--- src/rtl/opm_pkg.sv ---
// Shared constants for the online power-model window controller:
// datapath geometry, default weights, pipeline flush depth and FSM encoding.
package opm_pkg;

    localparam int B       = 6;
    localparam int N       = 5;
    localparam int OUTSIZE = 10;
    localparam int WIN_W   = 16;
    localparam int FLUSH   = 3;
    localparam int IDX_W   = 3;
    localparam int SUM_W   = OUTSIZE + WIN_W;
    localparam int FL_W    = (FLUSH > 2) ? $clog2(FLUSH) : 1;

    localparam logic [B-1:0] W0 = 6'd23;
    localparam logic [B-1:0] W1 = 6'd25;
    localparam logic [B-1:0] W2 = 6'd24;
    localparam logic [B-1:0] W3 = 6'd11;
    localparam logic [B-1:0] W4 = 6'd45;

    localparam logic [N*B-1:0] W_RESET = {W4, W3, W2, W1, W0};

    typedef enum logic [1:0] {
        ST_IDLE,
        ST_FLUSH,
        ST_RUN,
        ST_DONE
    } state_e;

endpackage

--- src/rtl/opm_weight_regs.sv ---
// Per-signal weight register file; writes land one cycle after cfg_we and only while idle.
// Rejected writes (busy or out-of-range index) raise a sticky cfg_err.
module opm_weight_regs
    import opm_pkg::*;
(
    input  logic             clk,
    input  logic             rst,
    input  logic             idle,
    input  logic             clr_err,
    input  logic             cfg_we,
    input  logic [IDX_W-1:0] cfg_idx,
    input  logic [B-1:0]     cfg_wdata,
    output logic [N*B-1:0]   weights,
    output logic             cfg_err
);

    logic [N*B-1:0] weights_q, weights_d;
    logic           cfg_err_q, cfg_err_d;
    logic           wr_ok;

    always_comb begin
        wr_ok     = cfg_we && idle && (cfg_idx < IDX_W'(N));
        weights_d = weights_q;
        cfg_err_d = cfg_err_q;
        if (wr_ok) begin
            weights_d[int'(cfg_idx)*B +: B] = cfg_wdata;
        end
        if (clr_err) begin
            cfg_err_d = 1'b0;
        end
        // A rejected write in the same cycle as a start still reports the error.
        if (cfg_we && !wr_ok) begin
            cfg_err_d = 1'b1;
        end
    end

    always_ff @(posedge clk) begin
        if (rst) begin
            weights_q <= W_RESET;
            cfg_err_q <= 1'b0;
        end else begin
            weights_q <= weights_d;
            cfg_err_q <= cfg_err_d;
        end
    end

    assign weights = weights_q;
    assign cfg_err = cfg_err_q;

endmodule

--- src/rtl/opm_window_ctrl.sv ---
// Measurement-window sequencer: flushes the datapath pipeline, accumulates sum/peak/count
// over win_len samples, then holds the result until the consumer takes it (valid/ready).
module opm_window_ctrl
    import opm_pkg::*;
(
    input  logic                 clk,
    input  logic                 rst,
    input  logic                 cfg_we,
    input  logic [IDX_W-1:0]     cfg_idx,
    input  logic [B-1:0]         cfg_wdata,
    output logic                 cfg_err,
    output logic [N*B-1:0]       weights,
    input  logic                 start,
    input  logic [WIN_W-1:0]     win_len,
    output logic                 busy,
    input  logic [OUTSIZE-1:0]   pwr_in,
    output logic                 res_valid,
    input  logic                 res_ready,
    output logic [SUM_W-1:0]     res_sum,
    output logic [OUTSIZE-1:0]   res_peak,
    output logic [WIN_W-1:0]     res_cycles
);

    state_e               state_q, state_d;
    logic [WIN_W-1:0]     len_q, len_d;
    logic [FL_W-1:0]      fl_cnt_q, fl_cnt_d;
    logic [WIN_W-1:0]     cnt_q, cnt_d;
    logic [SUM_W-1:0]     acc_q, acc_d;
    logic [OUTSIZE-1:0]   peak_q, peak_d;
    logic [SUM_W-1:0]     res_sum_q, res_sum_d;
    logic [OUTSIZE-1:0]   res_peak_q, res_peak_d;
    logic [WIN_W-1:0]     res_cycles_q, res_cycles_d;
    logic                 idle;
    logic                 start_ok;

    assign idle     = (state_q == ST_IDLE);
    assign start_ok = idle && start;

    opm_weight_regs u_weight_regs (
        .clk       (clk),
        .rst       (rst),
        .idle      (idle),
        .clr_err   (start_ok),
        .cfg_we    (cfg_we),
        .cfg_idx   (cfg_idx),
        .cfg_wdata (cfg_wdata),
        .weights   (weights),
        .cfg_err   (cfg_err)
    );

    always_comb begin
        state_d      = state_q;
        len_d        = len_q;
        fl_cnt_d     = fl_cnt_q;
        cnt_d        = cnt_q;
        acc_d        = acc_q;
        peak_d       = peak_q;
        res_sum_d    = res_sum_q;
        res_peak_d   = res_peak_q;
        res_cycles_d = res_cycles_q;
        case (state_q)
            ST_IDLE: begin
                if (start) begin
                    len_d    = win_len;
                    fl_cnt_d = '0;
                    cnt_d    = '0;
                    acc_d    = '0;
                    peak_d   = '0;
                    if (win_len == '0) begin
                        state_d      = ST_DONE;
                        res_sum_d    = '0;
                        res_peak_d   = '0;
                        res_cycles_d = '0;
                    end else begin
                        state_d = ST_FLUSH;
                    end
                end
            end
            ST_FLUSH: begin
                if (fl_cnt_q == FL_W'(FLUSH - 1)) begin
                    state_d = ST_RUN;
                end else begin
                    fl_cnt_d = fl_cnt_q + FL_W'(1);
                end
            end
            ST_RUN: begin
                acc_d  = acc_q + SUM_W'(pwr_in);
                peak_d = (pwr_in > peak_q) ? pwr_in : peak_q;
                cnt_d  = cnt_q + WIN_W'(1);
                // Results capture the current sample too, so DONE is entered on the last sample edge.
                if (cnt_d == len_q) begin
                    state_d      = ST_DONE;
                    res_sum_d    = acc_d;
                    res_peak_d   = peak_d;
                    res_cycles_d = cnt_d;
                end
            end
            ST_DONE: begin
                if (res_ready) begin
                    state_d = ST_IDLE;
                end
            end
            default: state_d = ST_IDLE;
        endcase
    end

    always_ff @(posedge clk) begin
        if (rst) begin
            state_q      <= ST_IDLE;
            len_q        <= '0;
            fl_cnt_q     <= '0;
            cnt_q        <= '0;
            acc_q        <= '0;
            peak_q       <= '0;
            res_sum_q    <= '0;
            res_peak_q   <= '0;
            res_cycles_q <= '0;
        end else begin
            state_q      <= state_d;
            len_q        <= len_d;
            fl_cnt_q     <= fl_cnt_d;
            cnt_q        <= cnt_d;
            acc_q        <= acc_d;
            peak_q       <= peak_d;
            res_sum_q    <= res_sum_d;
            res_peak_q   <= res_peak_d;
            res_cycles_q <= res_cycles_d;
        end
    end

    assign busy       = !idle;
    assign res_valid  = (state_q == ST_DONE);
    assign res_sum    = res_sum_q;
    assign res_peak   = res_peak_q;
    assign res_cycles = res_cycles_q;

endmodule

--- config.mk ---
export PLATFORM = sky130hd
export DESIGN_NAME = opm_window_ctrl
export DESIGN_NICKNAME = d
export VERILOG_FILES = /design/src/rtl/opm_pkg.sv /design/src/rtl/opm_weight_regs.sv /design/src/rtl/opm_window_ctrl.sv
export SDC_FILE = /design/constraint.sdc
export NUM_CORES = 1
export LEC_CHECK = 0
export ABC_CLOCK_PERIOD_IN_PS = 7100
export BUFFER_PORTS_ARGS = -buffer_cell sky130_fd_sc_hd__buf_4
export CAP_MARGIN = 20
export CELL_PAD_IN_SITES_DETAIL_PLACEMENT = 2
export CELL_PAD_IN_SITES_GLOBAL_PLACEMENT = 2
export CORE_ASPECT_RATIO = 1.25
export CORE_UTILIZATION = 36
export CTS_BUF_LIST = sky130_fd_sc_hd__clkbuf_16
export DETAILED_ROUTE_END_ITERATION = 16
export PLACE_DENSITY = 0.83
export SLEW_MARGIN = 20
export SYNTH_ARGS = -nofsm -noshare
export SYNTH_HDL_FRONTEND = slang
export SYNTH_SLANG_ARGS = --single-unit
--- constraint.sdc ---
create_clock -name clk -period 7.1 [get_ports clk]
set_input_delay 1.42 -clock clk [delete_from_list [all_inputs] [get_ports clk]]
set_output_delay 1.42 -clock clk [all_outputs]
set_load 0.01 [all_outputs]
# After elaboration in Yosys (flattened, before gate mapping)
# Cells that the tools add are included.
classes:
  n_addsub: 4
  reduce_logical: 16
  eq_ne: 11
  order_cmp: 2
  shifts: 2
  n_mux: 31
  mul: 1
op_table:
  columns: ["operator", "count"]
  rows:
  - ["$mux 26", 4]
  - ["$pmux 26 s2", 2]
  - ["$mux 16", 4]
  - ["$pmux 16 s2", 2]
  - ["$mux 10", 5]
  - ["$pmux 10 s2", 2]
  - ["$neg 32->33", 1]
  - ["$shift 6x33->30 const A", 1]
  - ["$shiftx 6x33->30", 1]
  - ["$bwmux 30", 1]
  - ["$add 26x10->26", 1]
  - ["$add 16x1->16 const B", 1]
  - ["$eq 16x16->1", 1]
  - ["$logic_not 16->1", 1]
  - ["$mux 2", 7]
  - ["$gt 10x10->1", 1]
  - ["$ne 2x2->1 const B", 4]
  - ["$pmux 2 s4", 1]
  - ["$reduce_and 4->1", 2]
  - ["$eq 2x2->1 const B", 3]
  - ["$reduce_bool 2->1", 3]
  - ["$mul 3x2->5 const B", 1]
  - ["$logic_and 1x1->1", 4]
  - ["$ne 2x1->1 const B", 2]
  - ["9 further kinds", 12]
totals:
  inputBits: 40
  ff_bits: 155
  output_inout_bits: 85

# Depth between registers and ports, before layout
# Gate-level depths: netlist of run 1.
logic_depth:
  depth_word: 6
  ltp_mapped: 14

# Modules after synthesis
# A second synthesis of run 1 with hierarchy kept.
hier_totals:
  hier_cells: 1069
  hier_area_um2: 8929.8
modules_own_cells:
  columns: ["module", "area_each_um2", "seq_area_each_um2", "cells_per_inst", "instances"]
  rows:
  - ["opm_window_ctrl", 6785.3, 2482.4, 823, 1]
  - ["opm_weight_regs", 2144.6, 620.6, 246, 1]

# Worst setup path after synthesis of run 1
# No wires, ideal clock.
synth_path:
  kind: "input to register"
  start: "in cfg_idx[0]"
  end: "reg u_weight_regs.weights_q[8], in the netlist u_weight_regs.weights[8]"
  t_required_ps: 7030
  cell_stages: 11
  setup_time_ps: 70
  arrival_ps: 4070
  slack_ps: 2960
  cell_sequence: "ha_1 > fa_1 > xor2_1 > nor3_1 > ha_1 > buf_2 > and3_1 > clkbuf_1 > nand4b_1 > or4_1 > a21oi_1"
synth_between:
  elab_chain_len: 4
synth_rtl:
  columns: ["item", "line_no", "source"]
  rows:
  - ["start: declaration", "opm_window_ctrl.sv:9", "input logic [IDX_W-1:0] cfg_idx,"]
  - ["$mul 3x2->5", "opm_weight_regs.sv:26", "weights_d[int'(cfg_idx)*B +: B] = cfg_wdata;"]
  - ["$neg 32->33", "opm_weight_regs.sv:26", null]
  - ["$shiftx 6x33->30 or $shift 6x33->30 (tied branches)", "opm_weight_regs.sv:26", null]
  - ["$bwmux 30", "opm_weight_regs.sv:26", null]
  - ["end signal: assignment", "opm_weight_regs.sv:42", "weights_q <= weights_d;"]
  - ["end: declaration", "opm_weight_regs.sv:17", "logic [N*B-1:0] weights_q, weights_d;"]
# Several ways; a longest one is shown, not always the timed one.
# A chain may end at the register's enable or synchronous reset.

# Worst setup path after layout of run 1
# Same ends and word-level chain as after synthesis.

==> impl_metrics.py, run 1 <==
metrics = {
    "detailed_routing": {
        "m1WireLength_um": 13390,
        "vias": 8963,
        "ant_nets": 0,
        "first_iter_violations": 344,
        "top_layer": "met4",
        "avgRoutedWirePerCell_um": 20.59,
        "vias_per_cell": 5.757,
        "dr_wl_met3_um": 1214,
        "drtPass1Iterations": 4,
        "dr_wl_met2_um": 16880,
        "totalWireLength_um": 32060,
        "route.detailed.drc": 0,
    },
    "logic_synthesis": {
        "synth-edff-count": 0,
        "yosysTopAreaCell": "dfxtp_1",
        "synthFlopType": "dfxtp_1",
        "yosysWarnings": 0,
        "ys_types": 68,
        "synth_top_area_share_pct": 34.93,
        "synth_area_leaders": "dfxtp_1, nand2_1, a21oi_1, ha_1, nor2_1",
        "synth_area_um2": 8882,
        "syn-num-nets": 1233,
        "synthCells": 1156,
        "synthArstFlopShare_pct": 0,
        "avgSynthCellArea_um2": 7.684,
        "synth-seq-area-share_pct": 34.93,
        "ys_ff_latch": 155,
    },
    "layout": {
        "fill_cells": 2791,
        "final_util_pct": 43.93,
        "area.growth.synth_to_final_pct": 18.51,
        "antenna_cells": 0,
        "final_cell_mix": "nand2_1, dfxtp_1, buf_4",
        "nNetsFinal": 1296,
        "layout-drive-gt1-share_pct": 14.94,
        "final_common_cell": "nand2_1",
    },
    "critical_path": {
        "worstSetupPathType": "in2reg",
        "worstPathArrival_ps": 5160,
        "reg2reg_slack_ps": 2880,
        "critPathCaptureType": "flop",
        "cp_max_fo": 31,
        "cp-start-kind": "primary input",
        "cp_data_required_time_ps": 7460,
    },
    "clock_network": {
        "cts_root_buf": "clkbuf_16",
        "clkSinkCount": 155,
        "cts_hold_buf": 0,
        "cts_buffer_depth": 2,
        "cts_resized": 0,
        "numCtsBuffers": 17,
        "worstSkewPairLatency_ps": 440,
        "htree_levels": 4,
        "cts_tree": "done",
        "cts_setup_buffers": 0,
        "path_clk_slew_ps": 70,
    },
    "floorplan": {
        "start_util_pct": 37.07,
        "rows": 63,
        "die_h_um": 177.6,
        "pin_count": 125,
        "core_area_um2": 23960,
        "die_w_um": 142.5,
        "fp.dieArea_um2": 25310,
    },
    "sta": {
        "worst_pin_slew_ps": 1073,
        "slew_viol_final": 0,
        "skew_ps": 13.00,
        "slew_headroom_pct": 28.29,
        "timing_hold_violations_final": 0,
        "fin_setup_tns_ps": 0,
        "period_share_pct": 67.59,
        "max_freq_mhz": 208.4,
        "setup_violations": 0,
        "fin_crit_ps": 4799,
        "rsz0062_at_grt": "false",
    },
    "worst_hold_path": {
        "hp-class": "reg2reg",
    },
    "pwr": {
        "powerDensity_nw_per_um2": 220.3,
        "leakagePower_nw": 3.979,
        "peakVddDrop_uv": 176.6,
        "total_power_mw": 2.319,
    },
    "placed_design": {
        "hpwl_um": 22250,
        "gp_congestion": 0.8477,
        "port_buffers": 124,
    },
    "grt": {
        "antenna_found_initial": 0,
        "grtUsageTotal_pct": 26.19,
        "grt_overflow": 0,
        "grt_pass1_wl_um": 51700,
        "grt_max_degree": 86,
        "grt_pass1_vias": 9545,
    },
    "run_status": {
        "status": "finished clean",
    },
    "job": {
        "cap_violations": 0,
    },
}
## final timing paths
| kind | start | end | depth (start not counted) |
|---|---|---|---|
| worst max-delay path | cfg_idx[0] | u_weight_regs.weights[8] | 9 |
| worst min-delay path | u_weight_regs.weights[14] | u_weight_regs.weights[14] | 2 |
| worst max register to register | cnt_q[0] | res_cycles[6] | 10 |
| worst min register to register | u_weight_regs.weights[14] | u_weight_regs.weights[14] | 2 |
## logic make-up (layout without fill, tap and decap cells)
| logic type | count (synthesis) | in the layout | synth area share [%] |
|---|---|---|---|
| and+or+nand+nor | 464 | 464 | 24.38 |
| muxes | 29 | 29 | 3.296 |
| xor gates and xnor gates | 57 | 57 | 6.437 |
| DFF | 155 | 155 | 34.93 |
| buffers and inverters | 118 | 194 | 5.254 |
| adders and majority gates | 37 | 37 | 5.381 |
| AOI/OAI and AO/OA | 296 | 296 | 20.31 |
## registers in the layout (all words and copies together), names as in the netlist
signal and count:
res_cycles 16, u_weight_regs.weights 30, res_peak 10, res_sum 26, state_q 2, peak_q 10
u_weight_regs.cfg_err 1, fl_cnt_q 2, cnt_q 16, len_q 16, acc_q 26
## cell usage after synthesis (6+ instances only)
master	n
a21o_1	8
a21oi_1	128
a31oi_1	11
and3_1	10
buf_1	9
buf_2	13
clkbuf_1	68
dfxtp_1	155
ha_1	35
inv_1	27
mux2i_1	27
nand2_1	196
nand2b_1	9
nand3_1	44
nand3b_1	8
nand4_1	33
nor2_1	89
nor2b_1	6
nor3_1	31
nor4_1	11
o211ai_1	24
o21ai_0	57
o31ai_1	17
xnor2_1	30
xor2_1	22
## report_power, final
part,switching [mW],leakage [nW],internal (mW)
clock,0.419,0.270,0.488
combinational,0.339,2.46,0.150
sequential,0.0264,1.25,0.896
total,0.784,3.98,1.53
## metrics by stage
step           std cells  hold slack [ps]  setup WS [ps]  area (µm²)
3_3_place_gp        1525            442.3           2203        9962
5_1_grt             1557            488.8           2044       10530
2_1_floorplan       1156            435.6           2960        8882
4_1_cts             1557            463.7           2383       10530
6_report            1557            459.3           2301       10530
3_5_place_dp        1525            453.7           2056        9962
## cell type report
type / instances / area [µm²] / share of cell area, %
Inverter: 27 / 101.3 / 0.9628
Timing Repair Buffer: 135 / 1013 / 9.628
Clock buffer: 17 / 425.4 / 4.041
Tap cell: 325 / 406.6 / 3.863
Multi-Input combinational cell: 883 / 5338 / 50.71
Sequential cell: 155 / 3103 / 29.48
Clock inverter: 15 / 138.9 / 1.319
## critical path, stage by stage
cell and delay (ps):
buf_4 300, inv_1 110, ha_1 850, nor2_1 150, and4b_1 410, a211oi_1 850
nand4b_1 370, or4_1 500, a21oi_1 180
## per-layer routing
| metal | track usage [%] | up-vias |
|---|---|---|
| li1 | - | 4219 |
| met1 | 30.05 | 4519 |
| met2 | 49.04 | 184 |
| met3 | 4.101 | 41 |
| met4 | 8.154 | 0 |
| met5 | 0 | - |
Note: power is estimated with default switching activity, not from simulation.
==> run 2: changes to the inputs <==
--- a/config.mk
+++ b/config.mk
@@ -5,16 +5,16 @@
 export SDC_FILE = /design/constraint.sdc
 export NUM_CORES = 1
 export LEC_CHECK = 0
-export ABC_CLOCK_PERIOD_IN_PS = 7100
+export ABC_CLOCK_PERIOD_IN_PS = 4750
 export BUFFER_PORTS_ARGS = -buffer_cell sky130_fd_sc_hd__buf_4
 export CAP_MARGIN = 20
 export CELL_PAD_IN_SITES_DETAIL_PLACEMENT = 2
 export CELL_PAD_IN_SITES_GLOBAL_PLACEMENT = 2
 export CORE_ASPECT_RATIO = 1.25
-export CORE_UTILIZATION = 36
+export CORE_UTILIZATION = 34
 export CTS_BUF_LIST = sky130_fd_sc_hd__clkbuf_16
 export DETAILED_ROUTE_END_ITERATION = 16
-export PLACE_DENSITY = 0.83
+export PLACE_DENSITY = 0.79
 export SLEW_MARGIN = 20
 export SYNTH_ARGS = -nofsm -noshare
 export SYNTH_HDL_FRONTEND = slang
==> constraint.sdc (replaced) <==
create_clock -name clk -period 4.75 [get_ports clk]
set_input_delay 0.95 -clock clk [delete_from_list [all_inputs] [get_ports clk]]
set_output_delay 0.95 -clock clk [all_outputs]
set_load 0.01 [all_outputs]
==> run 2 against run 1 <==
Compared with the run above: via count down 1.5%; sequential power increased by 50%; clock skew increased by 2.3 ps; die area is 5.8% higher; core utilization decreased by 2.2 points; sequential share of layout area shrank 0.28 points; worst hold slack better by 8.7 ps; clock-buffer cell count did not move; critical path type is now reg2reg; largest power group unchanged.
==> impl_metrics.py, run 2 (same netlist as run 1, synthesis figures left out) <==
metrics = {
    "layout": {
        "final_cells": 1578,
        "antenna_cells": 0,
        "fill_cells": 2985,
        "layout-drive-gt1-share_pct": 15.61,
        "nNetsFinal": 1307,
        "largest_register_ffs": 30,
        "area.growth.synth_to_final_pct": 19.65,
        "multiInputGateArea_um2": 5343,
        "final_cell_mix": "nand2_1, dfxtp_1, buf_4",
        "final_common_cell": "nand2_1",
        "seq_area_um2": 3103,
        "design_area_um2": 10630,
    },
    "clock_network": {
        "cts_tree": "done",
        "cts_setup_buffers": 0,
        "path_clk_slew_ps": 70,
        "cts_buffer_depth": 2,
        "numCtsBuffers": 17,
        "worstSkewPairLatency_ps": 450,
        "cts_root_buf": "clkbuf_16",
        "cts_resized": 0,
        "cts_hold_buf": 0,
        "clkSinkCount": 155,
        "htree_levels": 4,
    },
    "grt": {
        "grt_max_degree": 72,
        "grt_pass1_wl_um": 51620,
        "grt_pass1_vias": 9464,
        "grt_overflow": 0,
        "antenna_found_initial": 0,
        "grtUsageTotal_pct": 24.58,
    },
    "floorplan": {
        "core_area_um2": 25460,
        "pin_count": 125,
        "die_h_um": 182.7,
        "fp.dieArea_um2": 26780,
        "rows": 65,
        "die_w_um": 146.6,
        "start_util_pct": 34.89,
    },
    "sta": {
        "slew_viol_final": 0,
        "period_share_pct": 80.17,
        "setup_violations": 0,
        "timing_hold_violations_final": 0,
        "max_freq_mhz": 262.6,
        "fin_crit_ps": 3808,
        "fin_setup_tns_ps": 0,
        "rsz0062_at_grt": "false",
        "slew_headroom_pct": 36.46,
        "worst_pin_slew_ps": 950.8,
        "skew_ps": 15.31,
    },
    "detailed_routing": {
        "route.detailed.drc": 0,
        "avgRoutedWirePerCell_um": 20.20,
        "first_iter_violations": 283,
        "totalWireLength_um": 31880,
        "ant_nets": 0,
        "vias_per_cell": 5.595,
        "drtPass1Iterations": 4,
        "vias": 8829,
    },
    "placed_design": {
        "place_inst": 1546,
        "gp_congestion": 0.8829,
        "dpl_cell_area_um2": 10060,
        "hpwl_um": 23070,
        "port_buffers": 124,
    },
    "critical_path": {
        "cp_max_fo": 33,
        "path_delay_family": "compound AO/OA/AOI/OAI gates",
        "cp-start-kind": "flop",
        "path_buf_inv": 1,
        "worstPathArrival_ps": 4200,
        "cp_data_required_time_ps": 5140,
        "worstSetupPathType": "reg2reg",
        "timing.critical_path.slowest_stage_cell": "o41a_2",
        "max_stage_delay_ps": 740,
        "cpMostUsedCell": "nand4_1",
        "worstPathCellList": "ha_1 -> nand4_1 -> nor2_1 -> xnor3_1 -> a21boi_0 -> nand4_1 -> o41a_2 -> buf_4 -> nor4_1 -> a31o_2",
        "critPathCaptureType": "flop",
    },
    "pwr": {
        "leakagePower_nw": 4.047,
        "total_power_mw": 3.470,
        "powerDensity_nw_per_um2": 326.5,
        "peakVddDrop_uv": 232.1,
    },
    "worst_hold_path": {
        "hp-class": "reg2reg",
    },
    "job": {
        "cap_violations": 0,
    },
    "run_status": {
        "status": "finished clean",
    },
}
[run 2: cell types whose count changed in the layout (fill, tap and decap cells not counted)]
| cell | before | now |
|---|---|---|
| inv_8 | 1 | 2 |
| nor2_2 | 1 | 0 |
| inv_6 | 4 | 5 |
| clkinvlp_4 | 3 | 0 |
| inv_1 | 27 | 28 |
| nor2_4 | 1 | 2 |
| buf_4 | 135 | 146 |
[run 2: per-stage QoR]
step	util [%]	hold WS, ps	worst slack (ps)
floorplan	-	435.6	1080
global placement	39.53	445.2	628.1
detailed placement	39.53	461.6	566.9
finish	41.75	468.0	941.9
global route	41.75	494.2	623.0
CTS	41.75	471.7	926.8
[run 2: final cells by class]
class / instances / share of cell area [%]
clock buffers: 17 / 4.003
clock inverters: 15 / 1.319
inverters: 27 / 0.9536
multi-input cells: 883 / 50.27
flip-flops and latches: 155 / 29.20
well taps: 335 / 3.944
repair buffers: 146 / 10.31
[run 2: worst paths after layout]
check | startpoint | endpoint | slack [ps] | depth (start not counted)
worst max-delay path | cnt_q[0] | res_sum[22] | 940 | 10
worst min-delay path | acc_q[0] | acc_q[0] | 470 | 2
worst max register to register | cnt_q[0] | res_sum[22] | 940 | 10
worst min register to register | acc_q[0] | acc_q[0] | 470 | 2
[run 2: report_power, final]
group	internal [mW]	total, mW	leakage (nW)	switching, mW
logic	0.236	0.742	2.51	0.506
registers	1.34	1.38	1.25	0.0382
clock network	0.733	1.35	0.285	0.618
total	2.31	3.47	4.05	1.16
[run 2: worst min-delay path: cells and delay by family (launching register included)]
kind,cells,cell delay [ps]
flops,1,320
compound gates,1,50
simple gates,1,60
[run 2: layer usage]
layer / routed length, µm / vias to the layer above / track usage [%]
met4: 794 / 0 / 9.167
met2: 16460 / 160 / 45.49
met5: 0 / - / 0
li1: - / 4232 / -
met3: 1107 / 41 / 4.350
met1: 13520 / 4396 / 27.90
==> run 3: changes to the inputs <==
--- a/config.mk
+++ b/config.mk
@@ -5,16 +5,16 @@
 export SDC_FILE = /design/constraint.sdc
 export NUM_CORES = 1
 export LEC_CHECK = 0
-export ABC_CLOCK_PERIOD_IN_PS = 4750
+export ABC_CLOCK_PERIOD_IN_PS = 3250
 export BUFFER_PORTS_ARGS = -buffer_cell sky130_fd_sc_hd__buf_4
 export CAP_MARGIN = 20
 export CELL_PAD_IN_SITES_DETAIL_PLACEMENT = 2
 export CELL_PAD_IN_SITES_GLOBAL_PLACEMENT = 2
 export CORE_ASPECT_RATIO = 1.25
-export CORE_UTILIZATION = 34
+export CORE_UTILIZATION = 30
 export CTS_BUF_LIST = sky130_fd_sc_hd__clkbuf_16
 export DETAILED_ROUTE_END_ITERATION = 16
-export PLACE_DENSITY = 0.79
+export PLACE_DENSITY = 0.74
 export SLEW_MARGIN = 20
 export SYNTH_ARGS = -nofsm -noshare
 export SYNTH_HDL_FRONTEND = slang
==> constraint.sdc (replaced) <==
create_clock -name clk -period 3.25 [get_ports clk]
set_input_delay 0.65 -clock clk [delete_from_list [all_inputs] [get_ports clk]]
set_output_delay 0.65 -clock clk [all_outputs]
set_load 0.01 [all_outputs]
==> run 3 against run 2 <==
Compared with the run above: the flow now finishes with violations (design-rule violations); first-iteration DRC count grew 10%; register-to-register slack worse by 860 ps; sequential power grew 46%; setup slack got worse by 860 ps; critical path type unchanged; clock-buffer cell count stayed put; core utilization shrank 2.4 points; combinational power grew 63%; clock power rose by 63%; global-route usage shrank 1.3 points; power up 56%; worst hold slack lost 7.5 ps; design area is 8.0% higher.
==> impl_metrics.py, run 3 (same netlist as run 1, synthesis figures left out) <==
metrics = {
    "layout": {
        "fill_cells": 3349,
        "area.growth.synth_to_final_pct": 29.27,
        "seq_area_um2": 3104,
        "layout-drive-gt1-share_pct": 21.49,
        "final_common_cell": "buf_4",
        "design_area_um2": 11480,
        "antenna_cells": 0,
        "final_cell_mix": "buf_4, nand2_1, dfxtp_1",
        "largest_register_ffs": 30,
        "nNetsFinal": 1390,
        "multiInputGateArea_um2": 5370,
    },
    "floorplan": {
        "core_area_um2": 29170,
        "fp.dieArea_um2": 30300,
        "rows": 70,
        "die_h_um": 194.4,
        "die_w_um": 155.9,
        "start_util_pct": 30.45,
        "pin_count": 125,
    },
    "critical_path": {
        "cp_data_required_time_ps": 3590,
        "cp_max_fo": 13,
        "critPathCaptureType": "flop",
        "worstSetupPathType": "reg2reg",
        "reg2reg_depth": 11,
        "cp-start-kind": "flop",
        "worstPathArrival_ps": 3510,
        "timing.rr.start": "cnt_q[0]",
        "reg2reg_to": "res_sum[10]",
        "reg2reg_slack_ps": 80,
    },
    "pwr": {
        "total_power_mw": 5.420,
        "pwr-share-clk_pct": 40.5,
        "peakVddDrop_uv": 325.0,
        "power_switching_mw": 1.782,
        "internal_power_mw": 3.638,
        "leakagePower_nw": 4.522,
        "comb_power_share_pct": 22.4,
        "swShare_pct": 32.87,
        "seqPwrFrac_pct": 37.1,
        "powerDensity_nw_per_um2": 472.0,
    },
    "sta": {
        "setup_violations": 0,
        "period_share_pct": 97.45,
        "max_freq_mhz": 315.7,
        "slew_headroom_pct": 56.35,
        "worst_slack_ps": 82.90,
        "timing_hold_violations_final": 0,
        "fin_crit_ps": 3167,
        "skew_ps": 19.17,
        "worst_pin_slew_ps": 653.2,
        "whs_ps": 460.6,
        "slew_viol_final": 0,
        "fin_setup_tns_ps": 0,
    },
    "grt": {
        "grt_max_degree": 39,
        "grt_pass1_wl_um": 54880,
        "antenna_found_initial": 0,
        "grt_pass1_vias": 10050,
        "grtUsageTotal_pct": 23.28,
        "grt_overflow": 0,
    },
    "job": {
        "cap_violations": 0,
    },
    "run_status": {
        "violations": "design-rule violations",
        "status": "finished with violations",
    },
    "clock_network": {
        "path_clk_slew_ps": 70,
        "numCtsBuffers": 17,
        "worstSkewPairLatency_ps": 450,
        "htree_levels": 4,
        "cts_tree": "done",
        "cts_root_buf": "clkbuf_16",
        "cts_buffer_depth": 2,
        "clkSinkCount": 155,
    },
    "detailed_routing": {
        "vias": 9177,
        "first_iter_violations": 312,
        "route.detailed.drc": 1,
        "avgRoutedWirePerCell_um": 20.16,
        "drtPass1Iterations": 10,
        "ant_nets": 0,
        "vias_per_cell": 5.329,
        "totalWireLength_um": 34720,
    },
    "worst_hold_path": {
        "whs_endpoint": "len_q[3]",
        "hp-class": "in2reg",
        "whs_path_depth": 3,
        "min_from": "win_len[3]",
    },
    "placed_design": {
        "place_ws_ps": -205.1,
        "port_buffers": 124,
        "dpl_cell_area_um2": 10810,
        "gp_congestion": 0.9015,
        "hpwl_um": 25890,
    },
}
## run 3: final cells by class
class | count | area share, %
Clock inverter | 15 | 1.776
Inverter | 27 | 0.8826
Tap cell | 396 | 4.315
Sequential cell | 155 | 27.03
Multi-Input combinational cell | 883 | 46.77
Timing Repair Buffer | 229 | 15.52
Clock buffer | 17 | 3.705
## run 3: stage by stage
step / util, % / cells
CTS: 39.24 / 1720
finish: 39.37 / 1722
floorplan: - / 1156
global route: 39.37 / 1722
global placement: 37.08 / 1688
detailed placement: 37.08 / 1688
## run 3: critical path, cell delays in order (launching register included)
cell	delay, ps
dfxtp_1	410
buf_4	150
nand2_1	150
nor3_1	360
o2bb2ai_1	140
a2111oi_1	460
nand4_1	210
buf_4	190
o41ai_2	310
nand2_1	210
buf_12	200
o31ai_1	280
## run 3: worst max-delay path by stage
| stage | from | to | slack, ps | depth (start not counted) |
|---|---|---|---|---|
| 6_report | cnt_q[0] | res_sum[10] | 80 | 11 |
| 5_1_grt | cnt_q[1] | res_sum[10] | -60 | 11 |
| 4_1_cts | cnt_q[0] | res_sum[10] | 20 | 11 |
| 3_5_place_dp | cfg_idx[0] | u_weight_regs.weights[10] | -210 | 13 |
| 3_3_place_gp | cfg_idx[0] | u_weight_regs.weights[21] | -60 | 12 |
| 2_1_floorplan | cfg_idx[0] | u_weight_regs.weights[8] | -9 | 11 |
## run 3: what timing repair did
action,4_1_cts,5_1_grt
gates resized for setup,0,7
endpoints found under the setup margin,0,51
hold buffers,0,0
endpoints found under the hold margin,0,0
setup buffers,0,2
## run 3: routing by layer
layer  vias up  GRT usage, %  part of all wire (%)
met5         -             0                     0
met3        51         4.593                   4.2
li1       4407             -                     -
met2       169         42.82                    51
met4         0         8.315                   3.0
met1      4550         26.17                    41
## run 3: power by group through the flow
| stage | logic, mW | registers [mW] | clock network [mW] |
|---|---|---|---|
| 5_1_grt | 1.32 | 2.02 | 2.32 |
| 3_5_place_dp | 1.22 | 2.05 | 0 |
| 3_3_place_gp | 1.18 | 2.05 | 0 |
| 6_report | 1.21 | 2.01 | 2.20 |
| 2_1_floorplan | 0.697 | 2.04 | 0 |
| 4_1_cts | 1.23 | 2.01 | 2.26 |
